**src/rtl/mem_pkg.sv**
```systemverilog
// mem_pkg: shared definitions for the byte/word memory access sequencer.
//   state_t           controller states (IDLE, LO, HI, RESP)
//   SIZE_BYTE/WORD    encodings of the req_size request field
//   RWN_READ/WRITE    encodings of the memory readwriteN strobe
package mem_pkg;

    typedef enum logic [1:0] {
        IDLE = 2'd0,
        LO   = 2'd1,
        HI   = 2'd2,
        RESP = 2'd3
    } state_t;

    localparam logic SIZE_BYTE = 1'b0;
    localparam logic SIZE_WORD = 1'b1;

    localparam logic RWN_READ  = 1'b1;
    localparam logic RWN_WRITE = 1'b0;

endpackage

```
**src/rtl/mem_word_ctrl_if.sv**
```systemverilog
// mem_word_ctrl_if: request/response handshake plus the 8-bit memory bus.
//   req_valid/req_ready     request handshake (requester -> controller)
//   req_write, req_size     1=store/0=load, 1=word/0=byte
//   req_addr, req_wdata     byte address and store data
//   rsp_valid, rsp_rdata    one-cycle completion pulse and load data
//   mem_rwn, mem_addr,
//   mem_wdata, mem_rdata    byte-wide memory port (readwriteN, 1=read)
// Modports: master (requester), slave (controller), mem_side (memory).
interface mem_word_ctrl_if #(
    parameter int ADDR_W = 8,
    parameter int BYTE_W = 8
);
    logic                  req_valid;
    logic                  req_ready;
    logic                  req_write;
    logic                  req_size;
    logic [ADDR_W-1:0]     req_addr;
    logic [2*BYTE_W-1:0]   req_wdata;
    logic                  rsp_valid;
    logic [2*BYTE_W-1:0]   rsp_rdata;
    logic                  mem_rwn;
    logic [ADDR_W-1:0]     mem_addr;
    logic [BYTE_W-1:0]     mem_wdata;
    logic [BYTE_W-1:0]     mem_rdata;

    modport master (
        output req_valid, req_write, req_size, req_addr, req_wdata,
        input  req_ready, rsp_valid, rsp_rdata
    );

    modport slave (
        input  req_valid, req_write, req_size, req_addr, req_wdata, mem_rdata,
        output req_ready, rsp_valid, rsp_rdata, mem_rwn, mem_addr, mem_wdata
    );

    modport mem_side (
        input  mem_rwn, mem_addr, mem_wdata,
        output mem_rdata
    );

endinterface

```
**src/rtl/mem_word_ctrl.sv**
```systemverilog
// mem_word_ctrl: sequences byte or 16-bit word loads/stores onto a byte-wide,
// negedge-clocked memory. Words are split into two little-endian byte
// accesses (low byte at addr, high byte at addr+1, wrapping) and load data
// is reassembled into rsp_rdata.
//   clk    single clock, all state updates on posedge
//   rst_n  asynchronous active-low reset
//   bus    mem_word_ctrl_if.slave: request handshake, response pulse and
//          memory-side strobes (all memory-side outputs registered)
module mem_word_ctrl
    import mem_pkg::*;
#(
    parameter int ADDR_W = 8,
    parameter int BYTE_W = 8
) (
    input  logic                  clk,
    input  logic                  rst_n,
    mem_word_ctrl_if.slave        bus
);

    state_t                state, state_n;

    // Request fields latched at acceptance; the low store byte goes straight
    // to mem_wdata, so only the high byte needs keeping.
    logic                  wr_q,       wr_n;
    logic                  size_q,     size_n;
    logic [ADDR_W-1:0]     addr_q,     addr_n;
    logic [BYTE_W-1:0]     wdata_hi_q, wdata_hi_n;
    logic [BYTE_W-1:0]     rdata_lo_q, rdata_lo_n;

    logic                  mem_rwn_q,   mem_rwn_n;
    logic [ADDR_W-1:0]     mem_addr_q,  mem_addr_n;
    logic [BYTE_W-1:0]     mem_wdata_q, mem_wdata_n;
    logic [2*BYTE_W-1:0]   rsp_rdata_q, rsp_rdata_n;

    always_ff @(posedge clk or negedge rst_n) begin
        if (!rst_n) begin
            state       <= IDLE;
            wr_q        <= 1'b0;
            size_q      <= 1'b0;
            addr_q      <= '0;
            wdata_hi_q  <= '0;
            rdata_lo_q  <= '0;
            mem_rwn_q   <= RWN_READ;
            mem_addr_q  <= '0;
            mem_wdata_q <= '0;
            rsp_rdata_q <= '0;
        end else begin
            state       <= state_n;
            wr_q        <= wr_n;
            size_q      <= size_n;
            addr_q      <= addr_n;
            wdata_hi_q  <= wdata_hi_n;
            rdata_lo_q  <= rdata_lo_n;
            mem_rwn_q   <= mem_rwn_n;
            mem_addr_q  <= mem_addr_n;
            mem_wdata_q <= mem_wdata_n;
            rsp_rdata_q <= rsp_rdata_n;
        end
    end

    // Next-state logic also computes the next value of every registered
    // memory-side output, so the memory sees clean strobes at the negedge.
    always_comb begin
        state_n     = state;
        wr_n        = wr_q;
        size_n      = size_q;
        addr_n      = addr_q;
        wdata_hi_n  = wdata_hi_q;
        rdata_lo_n  = rdata_lo_q;
        mem_rwn_n   = mem_rwn_q;
        mem_addr_n  = mem_addr_q;
        mem_wdata_n = mem_wdata_q;
        rsp_rdata_n = rsp_rdata_q;

        case (state)
            IDLE: begin
                if (bus.req_valid) begin
                    wr_n        = bus.req_write;
                    size_n      = bus.req_size;
                    addr_n      = bus.req_addr;
                    wdata_hi_n  = bus.req_wdata[2*BYTE_W-1:BYTE_W];
                    mem_addr_n  = bus.req_addr;
                    mem_wdata_n = bus.req_wdata[BYTE_W-1:0];
                    mem_rwn_n   = bus.req_write ? RWN_WRITE : RWN_READ;
                    state_n     = LO;
                end
            end
            LO: begin
                if (size_q == SIZE_WORD) begin
                    if (!wr_q) begin
                        rdata_lo_n = bus.mem_rdata;
                    end
                    mem_addr_n  = addr_q + ADDR_W'(1);
                    mem_wdata_n = wdata_hi_q;
                    state_n     = HI;
                end else begin
                    if (!wr_q) begin
                        rsp_rdata_n = {{BYTE_W{1'b0}}, bus.mem_rdata};
                    end
                    mem_rwn_n = RWN_READ;
                    state_n   = RESP;
                end
            end
            HI: begin
                if (!wr_q) begin
                    rsp_rdata_n = {bus.mem_rdata, rdata_lo_q};
                end
                mem_rwn_n = RWN_READ;
                state_n   = RESP;
            end
            RESP: begin
                state_n = IDLE;
            end
            default: begin
                mem_rwn_n = RWN_READ;
                state_n   = IDLE;
            end
        endcase
    end

    assign bus.req_ready = (state == IDLE);
    assign bus.rsp_valid = (state == RESP);
    assign bus.rsp_rdata = rsp_rdata_q;
    assign bus.mem_rwn   = mem_rwn_q;
    assign bus.mem_addr  = mem_addr_q;
    assign bus.mem_wdata = mem_wdata_q;

endmodule
```
**src/flat_wrapper.sv**
```systemverilog
// flat-port wrapper written by rule: the top's interface ports become plain ports
module mem_word_ctrl_flat import mem_pkg::*;
#(
    parameter int ADDR_W = 8,
    parameter int BYTE_W = 8
)
  (clk, rst_n, bus_req_valid, bus_req_write, bus_req_size, bus_req_addr, bus_req_wdata, bus_mem_rdata, bus_req_ready, bus_rsp_valid, bus_rsp_rdata, bus_mem_rwn, bus_mem_addr, bus_mem_wdata);
  mem_word_ctrl_if #(.ADDR_W(ADDR_W), .BYTE_W(BYTE_W)) bus_i ();
  input  logic clk;
  input  logic rst_n;
  input wire logic [$bits(bus_i.req_valid)-1:0] bus_req_valid;
  input wire logic [$bits(bus_i.req_write)-1:0] bus_req_write;
  input wire logic [$bits(bus_i.req_size)-1:0] bus_req_size;
  input wire logic [$bits(bus_i.req_addr)-1:0] bus_req_addr;
  input wire logic [$bits(bus_i.req_wdata)-1:0] bus_req_wdata;
  input wire logic [$bits(bus_i.mem_rdata)-1:0] bus_mem_rdata;
  output wire logic [$bits(bus_i.req_ready)-1:0] bus_req_ready;
  output wire logic [$bits(bus_i.rsp_valid)-1:0] bus_rsp_valid;
  output wire logic [$bits(bus_i.rsp_rdata)-1:0] bus_rsp_rdata;
  output wire logic [$bits(bus_i.mem_rwn)-1:0] bus_mem_rwn;
  output wire logic [$bits(bus_i.mem_addr)-1:0] bus_mem_addr;
  output wire logic [$bits(bus_i.mem_wdata)-1:0] bus_mem_wdata;
  assign bus_i.req_valid = bus_req_valid;
  assign bus_i.req_write = bus_req_write;
  assign bus_i.req_size = bus_req_size;
  assign bus_i.req_addr = bus_req_addr;
  assign bus_i.req_wdata = bus_req_wdata;
  assign bus_i.mem_rdata = bus_mem_rdata;
  assign bus_req_ready = bus_i.req_ready;
  assign bus_rsp_valid = bus_i.rsp_valid;
  assign bus_rsp_rdata = bus_i.rsp_rdata;
  assign bus_mem_rwn = bus_i.mem_rwn;
  assign bus_mem_addr = bus_i.mem_addr;
  assign bus_mem_wdata = bus_i.mem_wdata;
  mem_word_ctrl #(.ADDR_W(ADDR_W), .BYTE_W(BYTE_W)) u_core (.clk(clk), .rst_n(rst_n), .bus(bus_i));
endmodule
```
**config.mk**
```make
export PLATFORM = sky130hd
export DESIGN_NAME = mem_word_ctrl_flat
export DESIGN_NICKNAME = d
export VERILOG_FILES = /design/src/rtl/mem_pkg.sv /design/src/rtl/mem_word_ctrl_if.sv /design/src/rtl/mem_word_ctrl.sv /design/src/flat_wrapper.sv
export SDC_FILE = /design/constraint.sdc
export NUM_CORES = 1
export LEC_CHECK = 0
export ABC_AREA = 1
export CAP_MARGIN = 30
export CORE_MARGIN = 2
export CORE_UTILIZATION = 44
export CTS_CLUSTER_DIAMETER = 120
export DETAILED_ROUTE_END_ITERATION = 12
export GPL_TIMING_DRIVEN = 1
export PLACE_DENSITY = 0.83
export SYNTH_ARGS = -nofsm -noshare
export SYNTH_HDL_FRONTEND = slang
export SYNTH_SLANG_ARGS = --single-unit
```
**constraint.sdc**
```tcl
create_clock -name clk -period 1.44 [get_ports clk]
set_input_delay 0.144 -clock clk [delete_from_list [all_inputs] [get_ports clk]]
set_output_delay 0.144 -clock clk [all_outputs]
set_load 0.02 [all_outputs]
```
Yosys cells after proc, flatten, opt, wreduce, memory -nomap -nowiden
Index checks and enable logic that the tools add are counted.
- input bits: 37
- logic and storage cells: 46
- output and inout port bits: 35
- register bits after elaboration: 61
- equal/unequal tests: 8
- bitwise operators: 1
- multiplexer cells: 17
- reduce and logical (&&, ||, !) cells: 9
- add/sub/neg operators: 1
- operators with widths (cell ; count):
    two-way mux 16 bit ; 3
    two-way mux 8 bit ; 4
    case mux 16 bit (2 select lines) ; 1
    case mux 8 bit (2 select lines) ; 2
    AND reduction 3 bit ; 3
    adder 8 x 1 -> 8 bit, second input constant ; 1
    inequality test 2 bit, second input constant ; 4
    case mux 2 bit (4 select lines) ; 1
    equality test 2 bit, second input constant ; 2
    two-way mux 1 bit ; 4
    AND reduction 4 bit ; 1
    nonzero test 2 bit ; 2
    case mux 1 bit (3 select lines) ; 1
    nonzero test 3 bit ; 1
    equality test 2 x 1 -> 1 bit, second input constant ; 1
    logical NOT 2 bit ; 1
    two-way mux 2 bit ; 1
    inequality test 2 x 1 -> 1 bit, second input constant ; 1
    AND reduction 2 bit ; 1
    NOT 1 bit ; 1

Longest topological paths before layout
Gate-level depths: netlist of run 1.
- depth in word-level cells: 3
- depth in mapped cells: 11
- gate-level depth less buffers: 9

Worst setup path before layout of run 1
No wires, ideal clock.
- kind: register -> register
- start: reg u_core.state[0]
- end: reg u_core.wdata_hi_q[6]
- period minus slack after synthesis: 1.679 ns
- path buffers: 1
- data required time: 1.315 ns
- path slack: -0.239 ns
- library setup time: 0.125 ns
- stages on the path, launching flop included: 6
- arrival time: 1.555 ns
- cells stage by stage: dfrtp_1 -> inv_1 -> ha_1 -> nand2_2 -> buf_2 -> mux2_2
- cells in the longest elaborated chain, start to end: 2
- RTL lines (what ; RTL line ; source):
    start: declaration ; mem_word_ctrl.sv:20 ; state_t state, state_n;
    start signal: assignment ; mem_word_ctrl.sv:48 ; state <= state_n;
    logical NOT 2 bit ; -- ;
    net bus_req_ready ; flat_wrapper.sv:17 ; output wire logic [$bits(bus_i.req_ready)-1:0] bus_req_ready;
    AND reduction 2 bit (no line) ; -- ;
    end signal: assignment ; mem_word_ctrl.sv:52 ; wdata_hi_q <= wdata_hi_n;
    end: declaration ; mem_word_ctrl.sv:27 ; logic [BYTE_W-1:0] wdata_hi_q, wdata_hi_n;
The timed path passes the listed nets, and every way through them passes these cells.
A chain may end at the register's enable or synchronous reset.

Worst setup path after layout of run 1
- start: reg u_core.state[1]
- end: reg u_core.rsp_rdata_q[2] (netlist: u_core.bus.rsp_rdata[2])
- cells in the longest elaborated chain, start to end: 3
- elaborated cells between the ends (all ways): 8
- classes of those cells: eq/ne: 5; mux: 1; reduce/logical: 2
- RTL lines (what ; RTL line ; source):
    equality test 2 bit / equality test 2 x 1 -> 1 bit (equally long branches) ; mem_word_ctrl.sv:75 ; case (state)
    inequality test 2 bit (no line) / nonzero test 2 bit (equally long branches) ; -- ;
    AND reduction 4 bit (no line) ; -- ;
    end signal: assignment ; mem_word_ctrl.sv:57 ; rsp_rdata_q <= rsp_rdata_n;
    end: declaration ; mem_word_ctrl.sv:33 ; logic [2*BYTE_W-1:0] rsp_rdata_q, rsp_rdata_n;
Several ways; a longest one is shown, not always the timed one.

==> results.ini, run 1 <==
[setup_path]
startpoint=u_core.state[1]
crit_required_ps=1660
timing.rr.start=u_core.state[1]
critPathMaxFanout=8
worst_setup_path_start_kind=flip-flop
crit_path_end_kind=flip-flop
regToRegSetupSlack_ps=-80
path_class=flip-flop to flip-flop
critical_path_arrival_ps=1740

[synthesis]
muxShareOfSynthArea_pct=3.497
ys_seq_elements=61
synth_fp_nets=367
synth-xor-area-share_pct=0.3022
synth_compound_area_share_pct=13.30
synth_fa_ha_area_share_pct=3.022
synth_top_family_by_area=simple AND/OR/NAND/NOR gates
synth_area_per_cell_um2=8.971
synth-edff-count=0
synth_top_flop_cell=dfrtp_1
synthesis.area_um2=2898
yosys.area_share.simple_pct=19.39
yosys_warnings=0
synthDistinctLibCells=27
async_reset_ff_share_pct=100.0
syn_inst=323
ys_seq_area_share_pct=52.72

[power_and_ir_drop]
vdd_ir_drop_max_uv=1458
pwr_density_cell_nw_per_um2=2488
p_leak_nw=1.977

[timing]
holdWs_ps=337.8
drv_slew=0
max-slew-margin-rel_pct=78.70
period_share_pct=105.6
fin_skew_ps=5.884
period_needed_ps=1521
max_freq_mhz=657.4
rsz0062_at_grt=yes
setup_viol=16
layout_setup_ws_ps=-81.18
fin_tns_setup_ps=-437.3
tightest_slew_ps=319.5
hold_viol_final=0

[place]
place.gp.congestion=0.8663
placedCellCount=471
post-place-ws_ps=-88.88
io_buffers=71
dp_hpwl_mm=4.347
dpl_cell_area_um2=3800

[floorplanning]
start_util_pct=45.64
die_h_um=85.16
coreArea_um2=6350
die_w_um=85.16
io_pins=72
std_cell_rows=29
die_area_um2=7251

[finish]
area_growth_pct=45.16
fin_cells=499
multi_input_area_um2=1325
stdcell_area_um2=4207
ff_latch_area_um2=1529
nFillCells=495
n_antenna_cell=0
nets=461
layout-drive-gt1-share_pct=23.46

[job]
maxCapViolations=0

[global_route]
grt_pass1_wl_mm=11.12
grt_pass1_vias=2490
grt_start_max_net_pins=62
grt_overflow_total=0
grt.total_usage_pct=19.51
antenna_found_initial=0

[clocking]
clkTransAtPathRegs_ps=70
clock_latency_ps=340
cts_sinks=61
cts_buffers=9
htree_levels=3
clk_path_buf_depth=2
tritoncts=yes
cts_root_buf=clkbuf_8

[drt]
wl_met3_um=385
first_pass_iters=4
drt-met1-wl_mm=2.847
drt_wl_total_mm=6.950
wl_per_cell_um=13.93
viasPerCell=5.156
vias=2573
drc_errors=0
wl_met2_mm=3.575
postRouteAntennaNets=0
routed.top_layer=met4
drt-initial-drc-count=77

[outcome]
failed_checks=setup timing
status=complete, but fails checks

[hold_path]
worstHoldPathType=primary input to asynchronous set/reset pin

==> power by group <==
part	switching [W]	internal [W]
clock	0.000659	0.000888
combinational	0.00327	0.00249
sequential	0.000554	0.00261
total	0.00448	0.00598
==> logic make-up (layout without fill, tap and decap cells) <==
family | after synthesis | in the layout
and+or+nand+nor | 132 | 134
AOI/OAI and AO/OA | 66 | 66
DFF | 61 | 61
buffers and inverters | 47 | 144
muxes | 9 | 9
adders and majority gates | 7 | 7
xor gates and xnor gates | 1 | 1
==> registers in the layout, indices dropped and copies added, names as in the netlist <==
name / count
u_core.rdata_lo_q: 8
u_core.bus.mem_addr: 8
u_core.wdata_hi_q: 8
u_core.state: 2
u_core.bus.mem_wdata: 8
u_core.addr_q: 8
u_core.wr_q: 1
u_core.bus.mem_rwn: 1
u_core.size_q: 1
u_core.bus.rsp_rdata: 16
==> per-layer routing <==
metal / vias up / track usage, %
li1: 1227 / -
met1: 1240 / 23.29
met2: 92 / 33.17
met3: 14 / 4.475
met4: 0 / 9.524
met5: - / 0
==> worst paths after layout <==
kind / endpoint / depth (start not counted)
worst min register to register: u_core.bus.mem_addr[4] / 2
worst max register to register: u_core.bus.rsp_rdata[2] / 9
min in group clk: u_core.addr_q[1] / 3
worst max-delay path: u_core.bus.rsp_rdata[2] / 9
max in group asynchronous: u_core.bus.mem_rwn / 3
worst min-delay path: u_core.bus.mem_wdata[2] / 3
==> worst max-delay path, cell delays in order, from the launching register on <==
cell and delay, ps:
dfrtp_1 390, inv_2 120, ha_4 220, nand2_2 70, inv_2 100, nor3_4 50, buf_4 140, buf_6 130
nor2_1 120, a21oi_1 70
==> metrics by stage <==
stage	total power [W]	util, %
2_1_floorplan	0.006545	-
3_3_place_gp	0.008190	59.84
3_5_place_dp	0.008361	59.84
4_1_cts	0.01011	64.24
5_1_grt	0.01122	66.25
6_report	0.01047	66.25
==> final cells by class <==
class / instances / area share (%)
sequential: 61 / 36.35
multi-input combinational: 217 / 31.50
timing repair buffer: 96 / 21.77
clock buffer: 12 / 3.688
inverter: 31 / 3.093
tap: 77 / 2.290
clock inverter: 4 / 1.130
timing repair inverter: 1 / 0.1785
==> cell usage after synthesis, types with 6 or more instances <==
| library cell | number | area [um2] |
|---|---|---|
| a21oi_1 | 24 | 120.1 |
| buf_2 | 6 | 30.03 |
| dfrtp_1 | 60 | 1501 |
| ha_1 | 7 | 87.58 |
| inv_1 | 29 | 108.9 |
| mux2_2 | 8 | 90.09 |
| nand2_1 | 51 | 191.4 |
| nand3_1 | 15 | 75.07 |
| nor2_1 | 57 | 214.0 |
| o21a_1 | 8 | 60.06 |
| o21ai_0 | 23 | 115.1 |
| o21ai_2 | 8 | 70.07 |
==> what timing repair did <==
action,in CTS,in global routing
cloned,3,2
setup buffers,4,6
pin swaps,3,11
resized for setup,54,48
setup endpoints to repair,62,48
hold endpoints to repair,60,0
hold buffers,1,0
==> cells in the final DEF, fill, tap and decap left out, types with 2 or more instances in the layout <==
master           count
o21a_1               8
buf_6                6
o21ai_0             10
buf_12               2
ha_1                 3
inv_2                3
ha_4                 4
o211ai_1             2
nand2_4              2
nand2_2              6
clkinvlp_4           3
dlymetal6s2s_1       3
buf_4               17
nor2_1              50
clkdlybuf4s50_1     35
dfrtp_1             59
nor2_2               6
a21oi_1             23
clkbuf_8            11
o21ai_1             13
nand2_1             44
nand3_1             14
inv_1               25
o21ai_2              9
mux2_2               8
nand2_8              2
nor2_4               5
clkinv_2             2
dlygate4sd2_1       30
Note: power is estimated with default switching activity, not from simulation.
==> inputs of run 2 (changes only) <==
Settings changed: GPL_TIMING_DRIVEN 1 to 0.
==> results.ini, run 2 (synthesis gave the netlist of run 1 again) <==
[outcome]
status=complete, but fails checks  ; unchanged
failed_checks=setup timing  ; unchanged

[finish]
largest_reg_flops=16  ; unchanged
nets=474  ; was 461
final_util_pct=71.98  ; was 66.25%
stdcell_area_um2=4571  ; was 4207 um2
fin_cells=512  ; was 499
layout-drive-gt1-share_pct=32.18  ; was 23.46%
n_antenna_cell=0  ; unchanged
mostFrequentLayoutCell=dfrtp_1  ; unchanged
final_cell_mix=dfrtp_1 (59), nor2_1 (44), nand2_1 (41)  ; was dfrtp_1 (59), nor2_1 (50), nand2_1 (44)
area_growth_pct=57.73  ; was 45.16%

[global_route]
grt.total_usage_pct=23.42  ; was 19.51%
antenna_found_initial=0  ; unchanged
grt_pass1_vias=2704  ; was 2,490
grt_overflow_total=0  ; unchanged
grt_start_max_net_pins=39  ; was 62
grt_pass1_wl_mm=13.17  ; was 11.12 mm

[power_and_ir_drop]
vdd_ir_drop_max_uv=1490  ; was 1458 uV
pwr_density_cell_nw_per_um2=2628  ; was 2488 nW/um2
power_w=0.01201  ; was 0.01047 W
p_leak_nw=2.145  ; was 1.977 nW

[setup_path]
crit_required_ps=1660  ; about the same
startpoint=u_core.state[1]  ; unchanged
regToRegSetupSlack_ps=-120  ; was -80 ps
slowest_stage=dfrtp_1  ; unchanged
cpMostUsedCell=nand2_1  ; was inv_2
crit_path_end_kind=flip-flop  ; unchanged
cp_cell_sequence=inv_2 -> ha_4 -> buf_12 -> nor2_4 -> nor2_8 -> inv_6 -> clkbuf_16 -> nand2_1 -> nand2_1  ; was inv_2 -> ha_4 -> nand2_2 -> inv_2 -> nor3_4 -> buf_4 -> buf_6 -> nor2_1 -> a21oi_1
worst_setup_path_start_kind=flip-flop  ; unchanged
critPathMaxStageDelay_ps=400  ; was 390 ps
timing.rr.start=u_core.state[1]  ; unchanged
critical_path_arrival_ps=1780  ; was 1740 ps
r2r-end=u_core.bus.mem_addr[5]  ; was u_core.bus.rsp_rdata[2]
cp-endpoint=u_core.bus.mem_addr[5]  ; was u_core.bus.rsp_rdata[2]
crit_buf_inv=4  ; unchanged
reg2reg_depth=9  ; unchanged
cp.depth=9  ; unchanged
critPathMaxFanout=7  ; was 8
cp_top_family=buffers and inverters  ; unchanged
path_class=flip-flop to flip-flop  ; unchanged

[clocking]
cts_sinks=61  ; unchanged
cts_buffers=9  ; unchanged
clkTransAtPathRegs_ps=70  ; about the same
tritoncts=yes  ; unchanged
htree_levels=3  ; unchanged
clk_path_buf_depth=2  ; unchanged
clock_latency_ps=340  ; about the same
cts_root_buf=clkbuf_8  ; unchanged

[floorplanning]
coreArea_um2=6350  ; unchanged
die_area_um2=7251  ; unchanged
io_pins=72  ; unchanged
die_h_um=85.16  ; unchanged
std_cell_rows=29  ; unchanged
die_w_um=85.16  ; unchanged
start_util_pct=45.64  ; unchanged

[place]
dp_hpwl_mm=4.720  ; was 4.347 mm
place.gp.congestion=0.8162  ; was 0.8663
post-place-ws_ps=-217.3  ; was -88.88 ps
dpl_cell_area_um2=3777  ; was 3800 um2
io_buffers=71  ; unchanged
placedCellCount=472  ; was 471

[timing]
max-slew-margin-rel_pct=60.88  ; was 78.70%
setup_viol=41  ; was 16
drv_slew=0  ; unchanged
max_freq_mhz=642.8  ; was 657.4 MHz
period_needed_ps=1556  ; was 1521 ps
period_share_pct=108.0  ; was 105.6%
tightest_slew_ps=586.8  ; was 319.5 ps
rsz0062_at_grt=yes  ; unchanged
hold_viol_final=0  ; unchanged
layout_setup_ws_ps=-115.7  ; was -81.18 ps
fin_skew_ps=6.599  ; was 5.884 ps

[drt]
vias=2626  ; was 2,573
drc_errors=0  ; unchanged
drt-initial-drc-count=108  ; was 77
first_pass_iters=4  ; unchanged
drt_wl_total_mm=8.026  ; was 6.950 mm
viasPerCell=5.129  ; was 5.156
wl_per_cell_um=15.68  ; was 13.93 um
postRouteAntennaNets=0  ; unchanged

[job]
maxCapViolations=0  ; unchanged

[hold_path]
worstHoldPathType=primary input to asynchronous set/reset pin  ; unchanged

==> run 2: cell count changes in the layout (fill, tap and decap cells not counted), sizes merged <==
cell          change
buf              +12
clkinv            -1
dlygate4sd2       -2
clkbuf            +5
clkinvlp          -2
nor2              -2
dlymetal6s2s      +2
inv               +1
==> run 2: routing by layer <==
| metal | GRT usage, % | up-vias | part of all wire [%] |
|---|---|---|---|
| li1 | - | 1253 | - |
| met1 | 27.35 | 1259 | 40 |
| met2 | 40.77 | 96 | 52 |
| met3 | 6.031 | 18 | 5.3 |
| met4 | 9.812 | 0 | 2.4 |
| met5 | 0 | - | 0 |
==> run 2: worst min path at each step <==
stage / cells past startpoint / to / from / slack [ps]
after CTS: 2 / u_core.bus.rsp_rdata[6] / rst_n / 350
after floorplan: 0 / u_core.addr_q[0] / rst_n / -150
after global placement: 2 / u_core.rdata_lo_q[3] / u_core.rdata_lo_q[3] / 460
after global routing: 2 / u_core.rdata_lo_q[0] / rst_n / 400
after detailed placement: 1 / u_core.bus.rsp_rdata[8] / rst_n / 180
final: 2 / u_core.bus.rsp_rdata[8] / rst_n / 350
==> run 2: where the power goes <==
part / internal [W] / leakage [nW] / switching, W
Clock: 0.000939 / 0.106 / 0.000668
Combinational: 0.00341 / 1.32 / 0.00376
Sequential: 0.00261 / 0.720 / 0.000627
Total: 0.00696 / 2.15 / 0.00506
==> run 2: cell type report <==
class                           instances  area, um2
Buffer                                 12      122.6
Inverter                               31      123.9
Clock buffer                           13      168.9
Fill cell                             459       1779
Multi-Input combinational cell        215       1436
Sequential cell                        61       1529
Clock inverter                          3      42.54
Tap cell                               77      96.34
Timing Repair Buffer                  100       1051
==> run 2: what timing repair did <==
item / 4_1_cts / 5_1_grt
pin swaps: 8 / 7
endpoints found under the setup margin: 82 / 50
setup buffers: 19 / 2
cloned: 5 / 1
hold endpoints to repair: 22 / 0
hold buffers: 1 / 0
resized for setup: 124 / 36
==> run 2: through the flow <==
stage                     hold slack, ps  setup TNS, ps
after floorplan                   -151.6         -508.4
after global placement             463.8        -112530
final                              346.9          -2705
after detailed placement           179.4          -6926
after global routing               403.2          -5973
after CTS                          347.3          -2313
==> edit 1, RTL diff (settings of run 2) <==
Re-encode `state_t` (4 states) as one-hot, 4 bits wide.
--- a/src/rtl/mem_pkg.sv
+++ b/src/rtl/mem_pkg.sv
@@ -4,11 +4,11 @@
 //   RWN_READ/WRITE    encodings of the memory readwriteN strobe
 package mem_pkg;
 
-    typedef enum logic [1:0] {
-        IDLE = 2'd0,
-        LO   = 2'd1,
-        HI   = 2'd2,
-        RESP = 2'd3
+    typedef enum logic [3:0] {
+        IDLE = 4'b0001,
+        LO   = 4'b0010,
+        HI   = 4'b0100,
+        RESP = 4'b1000
     } state_t;
 
     localparam logic SIZE_BYTE = 1'b0;
Check against the original RTL: no difference found for any inputs over 10 cycles, from zero or initial values and one cycle with rst_n low; not proved beyond that.
==> edit 1 against run 2 <==
- the flow still finishes with violations (setup timing)
- clock skew grew 0.0098 ns
- final area increased by 1.3%
- count of clock-buffer cells in the layout decreased by 2
- routed wire length rose by 21%
- total power down 18%
- sequential cell count up 2
- worst setup slack got worse by 0.023 ns
- area after synthesis increased by 0.17%
- core utilization increased by 0.91 points
==> edit 1: results (changes against run 2) <==
- Maximum number of pins on one net before global-route repair: 37 (was 39)
- Fillcell total: 437 (was 459)
- Count of different cell masters after synthesis: 25 (was 27)
- Sw Share: 42.16% (was 42.08%)
- GRT Resource Usage Total: 24.09% (was 23.42%)
- VDD IR max: 1.179 mV (was 1.490 mV)
- Critical path class: reg2out (was reg2reg)
- Most instantiated cells after synthesis: sky130_fd_sc_hd__nand2_1, sky130_fd_sc_hd__dfrtp_1, sky130_fd_sc_hd__nand3_1, sky130_fd_sc_hd__inv_1, sky130_fd_sc_hd__o21ai_0 (was sky130_fd_sc_hd__dfrtp_1, sky130_fd_sc_hd__nor2_1, sky130_fd_sc_hd__nand2_1, sky130_fd_sc_hd__inv_1, sky130_fd_sc_hd__a21oi_1)
- R2R Path Start: u_core.state[0]$_DFFE_PN1P_ (was u_core.state[1]$_DFFE_PN0P_)
- Area fraction in compound gates after synthesis: 6.466% (was 13.30%)
- Number of failing setup endpoints in the final timing report: 57 (was 41)
- Result of the run: complete, but fails checks (unchanged)
- Critical path arrival: 1.43 ns (was 1.78 ns)
- Wire length of the first global-routing pass: 13.73 mm (was 13.17 mm)
- Largest delay share family, worst path: flip-flops (was buffers and inverters)
- Total negative slack for setup checks: -2.444 ns (was -2.705 ns)
- Largest cells by area after synthesis: sky130_fd_sc_hd__dfrtp_1, sky130_fd_sc_hd__nand2_1, sky130_fd_sc_hd__nand3_1, sky130_fd_sc_hd__inv_1, sky130_fd_sc_hd__o21ai_0 (was sky130_fd_sc_hd__dfrtp_1, sky130_fd_sc_hd__nor2_1, sky130_fd_sc_hd__nand2_1, sky130_fd_sc_hd__a21oi_1, sky130_fd_sc_hd__o21ai_0)
- Multiplexer area fraction after synthesis: 0% (was 3.497%)
- Post-DP HPWL: 5.233 mm (was 4.720 mm)
- Worst setup slack after layout: -0.1382 ns (was -0.1157 ns)
- Fraction of final layout cells with drive strength greater than 1: 26.89% (was 32.18%)
- Area share of xor/xnor cells in the synthesized design: 0.3017% (was 0.3022%)
- CP peak stage delay: 0.59 ns (was 0.40 ns)
- First-iteration detailed-routing DRC count: 217 (was 108)
- Mean routed wirelength per cell: 17.54 um (was 15.68 um)
- Leakage Power: 2.378 nW (was 2.145 nW)
- Number of vias per cell after detailed routing: 5.472 (was 5.129)
- Sequential area share after synthesis: 54.40% (was 52.72%)
- CP max stage cell: sky130_fd_sc_hd__dfstp_2 (was sky130_fd_sc_hd__dfrtp_1)
- Worst clock skew: 0.01643 ns (was 0.006599 ns)
- Nets in the synthesized netlist: 396 (was 367)
- Post-Layout Cell Count: 553 (was 512)
- RD Place Congestion: 0.8335 (was 0.8162)
- Total Nets Final: 509 (was 474)
- Post-synthesis adder-cell area fraction: 0.4310% (was 3.022%)
- Via count of the first global-routing pass: 2,918 (was 2,704)
- Violations in the final reports: setup timing (unchanged)
- Maximum fanout along the worst path: 3 (was 7)
==> edit 1: changes by cell type after synthesis, sizes merged, moves of 9 or more <==
cell	run 2	this run
a21oi	24	2
nand2	54	166
nor2	60	14
mux2	9	0
o21ai	32	19
nand3	15	38
==> edit 1: cell type report <==
type | instances | area share, %
flip-flops and latches | 63 | 34.17
multi-input cells | 254 | 29.63
repair buffers | 103 | 23.71
clock buffers | 11 | 3.055
inverters | 30 | 3.028
plain buffers | 10 | 2.568
well taps | 77 | 2.082
clock inverters | 5 | 1.757
==> edit 1: kinds of logic (layout without fill, tap and decap cells) <==
group / Yosys count / in the layout
and+or+nand+nor: 220 / 220
DFF: 63 / 63
buffers and inverters: 41 / 159
AOI/OAI and AO/OA: 32 / 32
adders and majority gates: 1 / 1
xor gates and xnor gates: 1 / 1
==> edit 1: power by group through the flow <==
stage	Combinational (mW)	Sequential [mW]	Clock [mW]
floorplan	1.62	3.60	0
finish	4.80	3.26	1.77
global placement	3.56	3.12	0
CTS	4.08	3.16	1.75
global route	5.18	3.33	1.85
detailed placement	3.69	3.15	0
==> edit 1: path summary, 6_finish.rpt <==
kind | slack, ns | end | cells after the start
worst max-delay path | -0.14 | bus_req_ready | 5
worst min-delay path | 0.35 | u_core.bus.rsp_rdata[13]$_DFFE_PN0P_ | 2
worst max register to register | -0.11 | u_core.wr_q$_DFFE_PN0P_ | 7
worst min register to register | 0.48 | u_core.bus.rsp_rdata[11]$_DFFE_PN0P_ | 2
max in group asynchronous | 0.39 | u_core.state[0]$_DFFE_PN1P_ | 3
min in group clk | 0.36 | u_core.wdata_hi_q[7]$_DFFE_PN0P_ | 3
==> edit 1: what timing repair did <==
action / in CTS / in global routing
hold buffers: 1 / 0
endpoints found under the hold margin: 26 / 0
resized for setup: 97 / 77
pin swaps: 10 / 26
gates cloned: 2 / 4
setup endpoints to repair: 91 / 69
setup buffers: 15 / 9
==> edit 1: per-stage QoR <==
step	util, %	setup WS (ns)	instance area (um^2)	total power [mW]	hold WS (ns)
2_1_floorplan	-	0.02920	2905	5.220	-0.1516
3_3_place_gp	58.46	-1.767	3712	6.677	0.4547
3_5_place_dp	58.70	-0.3357	3727	6.846	0.2047
4_1_cts	66.62	-0.07222	4230	8.992	0.3484
5_1_grt	72.89	-0.1730	4628	10.36	0.3661
6_report	72.89	-0.1382	4628	9.837	0.3512
==> edit 1: routing by layer <==
layer  GRT usage (%)  part of all wire (%)  vias to the layer above
li1                -                     -                     1363
met1           29.97                    38                     1443
met2           40.63                    50                      184
met3           5.350                   8.9                       36
met4           9.957                   3.5                        0
met5               0                     0                        -
==> edit 2, RTL diff (flow settings as in run 2) <==
Without the edit above. `ADDR_W` is set to 8 in 3 places; all go to 10.
--- a/src/rtl/mem_word_ctrl_if.sv
+++ b/src/rtl/mem_word_ctrl_if.sv
@@ -7,7 +7,7 @@
 //   mem_wdata, mem_rdata    byte-wide memory port (readwriteN, 1=read)
 // Modports: master (requester), slave (controller), mem_side (memory).
 interface mem_word_ctrl_if #(
-    parameter int ADDR_W = 8,
+    parameter int ADDR_W = 10,
     parameter int BYTE_W = 8
 );
     logic                  req_valid;
--- a/src/rtl/mem_word_ctrl.sv
+++ b/src/rtl/mem_word_ctrl.sv
@@ -9,7 +9,7 @@
 module mem_word_ctrl
     import mem_pkg::*;
 #(
-    parameter int ADDR_W = 8,
+    parameter int ADDR_W = 10,
     parameter int BYTE_W = 8
 ) (
     input  logic                  clk,
--- a/src/flat_wrapper.sv
+++ b/src/flat_wrapper.sv
@@ -1,7 +1,7 @@
 // flat-port wrapper written by rule: the top's interface ports become plain ports
 module mem_word_ctrl_flat import mem_pkg::*;
 #(
-    parameter int ADDR_W = 8,
+    parameter int ADDR_W = 10,
     parameter int BYTE_W = 8
 )
   (clk, rst_n, bus_req_valid, bus_req_write, bus_req_size, bus_req_addr, bus_req_wdata, bus_mem_rdata, bus_req_ready, bus_rsp_valid, bus_rsp_rdata, bus_mem_rwn, bus_mem_addr, bus_mem_wdata);
Interface: changed (resized bus_mem_addr and bus_req_addr); port bits go from 72 to 76. The function was not compared with the original's and may differ.
==> edit 2 against run 2 <==
- the flow still finishes with violations (setup timing)
- final area grew 3.8%
- routed wire length is 4.8% higher
- worst hold slack better by 0.017 ns
- largest power group unchanged
- total power down 1.8%
- worst setup slack worse by 0.0084 ns
- area after synthesis grew 7.3%
- sequential cell count is 4 higher
- combinational power is 5.6% lower
==> edit 2: results (changes against run 2) <==
- Number of failing setup endpoints in the final timing report: 41 (unchanged)
- Wire length of the first global-routing pass: 13.37 mm (was 13.17 mm)
- Worst Max-Slew Pin Slew: 0.8352 ns (was 0.5868 ns)
- Worst setup slack after layout: -0.1241 ns (was -0.1157 ns)
- Routed metal-1 wirelength: 3.563 mm (was 3.242 mm)
- Via count of the first global-routing pass: 2,794 (was 2,704)
- Clock share of power: 14.4% (was 13.4%)
- Internal power: 6.813 mW (was 6.957 mW)
- VDD IR max: 1.455 mV (was 1.490 mV)
- Area fraction in compound gates after synthesis: 12.60% (was 13.30%)
- Nets in the synthesized netlist: 394 (was 367)
- RD Place Congestion: 0.7980 (was 0.8162)
- Fillcell total: 504 (was 459)
- Timing endpoint of the critical path: u_core.bus.rsp_rdata[7]$_DFFE_PN0P_ (was u_core.bus.mem_addr[5]$_DFFE_PN0P_)
- Maximum fanout along the worst path: 10 (was 7)
- Violations in the final reports: setup timing (unchanged)
- Met2 Usage GRT: 37.53% (was 40.77%)
- Multiplexer area fraction after synthesis: 3.984% (was 3.497%)
- Result of the run: complete, but fails checks (unchanged)
- Largest cells by area after synthesis: sky130_fd_sc_hd__dfrtp_1, sky130_fd_sc_hd__nand2_1, sky130_fd_sc_hd__nor2_1, sky130_fd_sc_hd__inv_1, sky130_fd_sc_hd__mux2_2 (was sky130_fd_sc_hd__dfrtp_1, sky130_fd_sc_hd__nor2_1, sky130_fd_sc_hd__nand2_1, sky130_fd_sc_hd__a21oi_1, sky130_fd_sc_hd__o21ai_0)
- Synthesized area divided by synthesized cell count: 8.909 um^2 (was 8.971 um^2)
- Number of cells in the design after placement: 520 (was 472)
- Hold crit path type: in2reg (was in2async)
- Sw Share: 42.23% (was 42.08%)
- Final wirelength: 8.415 mm (was 8.026 mm)
## edit 2: cell types whose count changed after synthesis, sizes merged, moves of 6 or more
| cell | delta |
|---|---|
| nor2 | -22 |
| o211ai | +9 |
| or2 | +8 |
| nand2 | +22 |
| o21a | -8 |
| inv | +6 |
| nand3 | +6 |
## edit 2: cell type report
cell class	instances	area, um^2	share of cell area (%)
Sequential cell	65	1629	34.35
Multi-Input combinational cell	229	1479	31.19
Timing Repair Buffer	98	955.9	20.16
Buffer	17	202.7	4.274
Inverter	37	143.9	3.034
Clock buffer	11	131.4	2.770
Tap cell	96	120.1	2.533
Clock inverter	5	80.08	1.689
## edit 2: what timing repair did
item | CTS | global route
setup buffers | 14 | 4
gates cloned | 4 | 2
gates resized for setup | 105 | 39
pin swaps | 9 | 8
endpoints found under the setup margin | 100 | 65
hold buffers | 1 | 0
endpoints found under the hold margin | 64 | 0
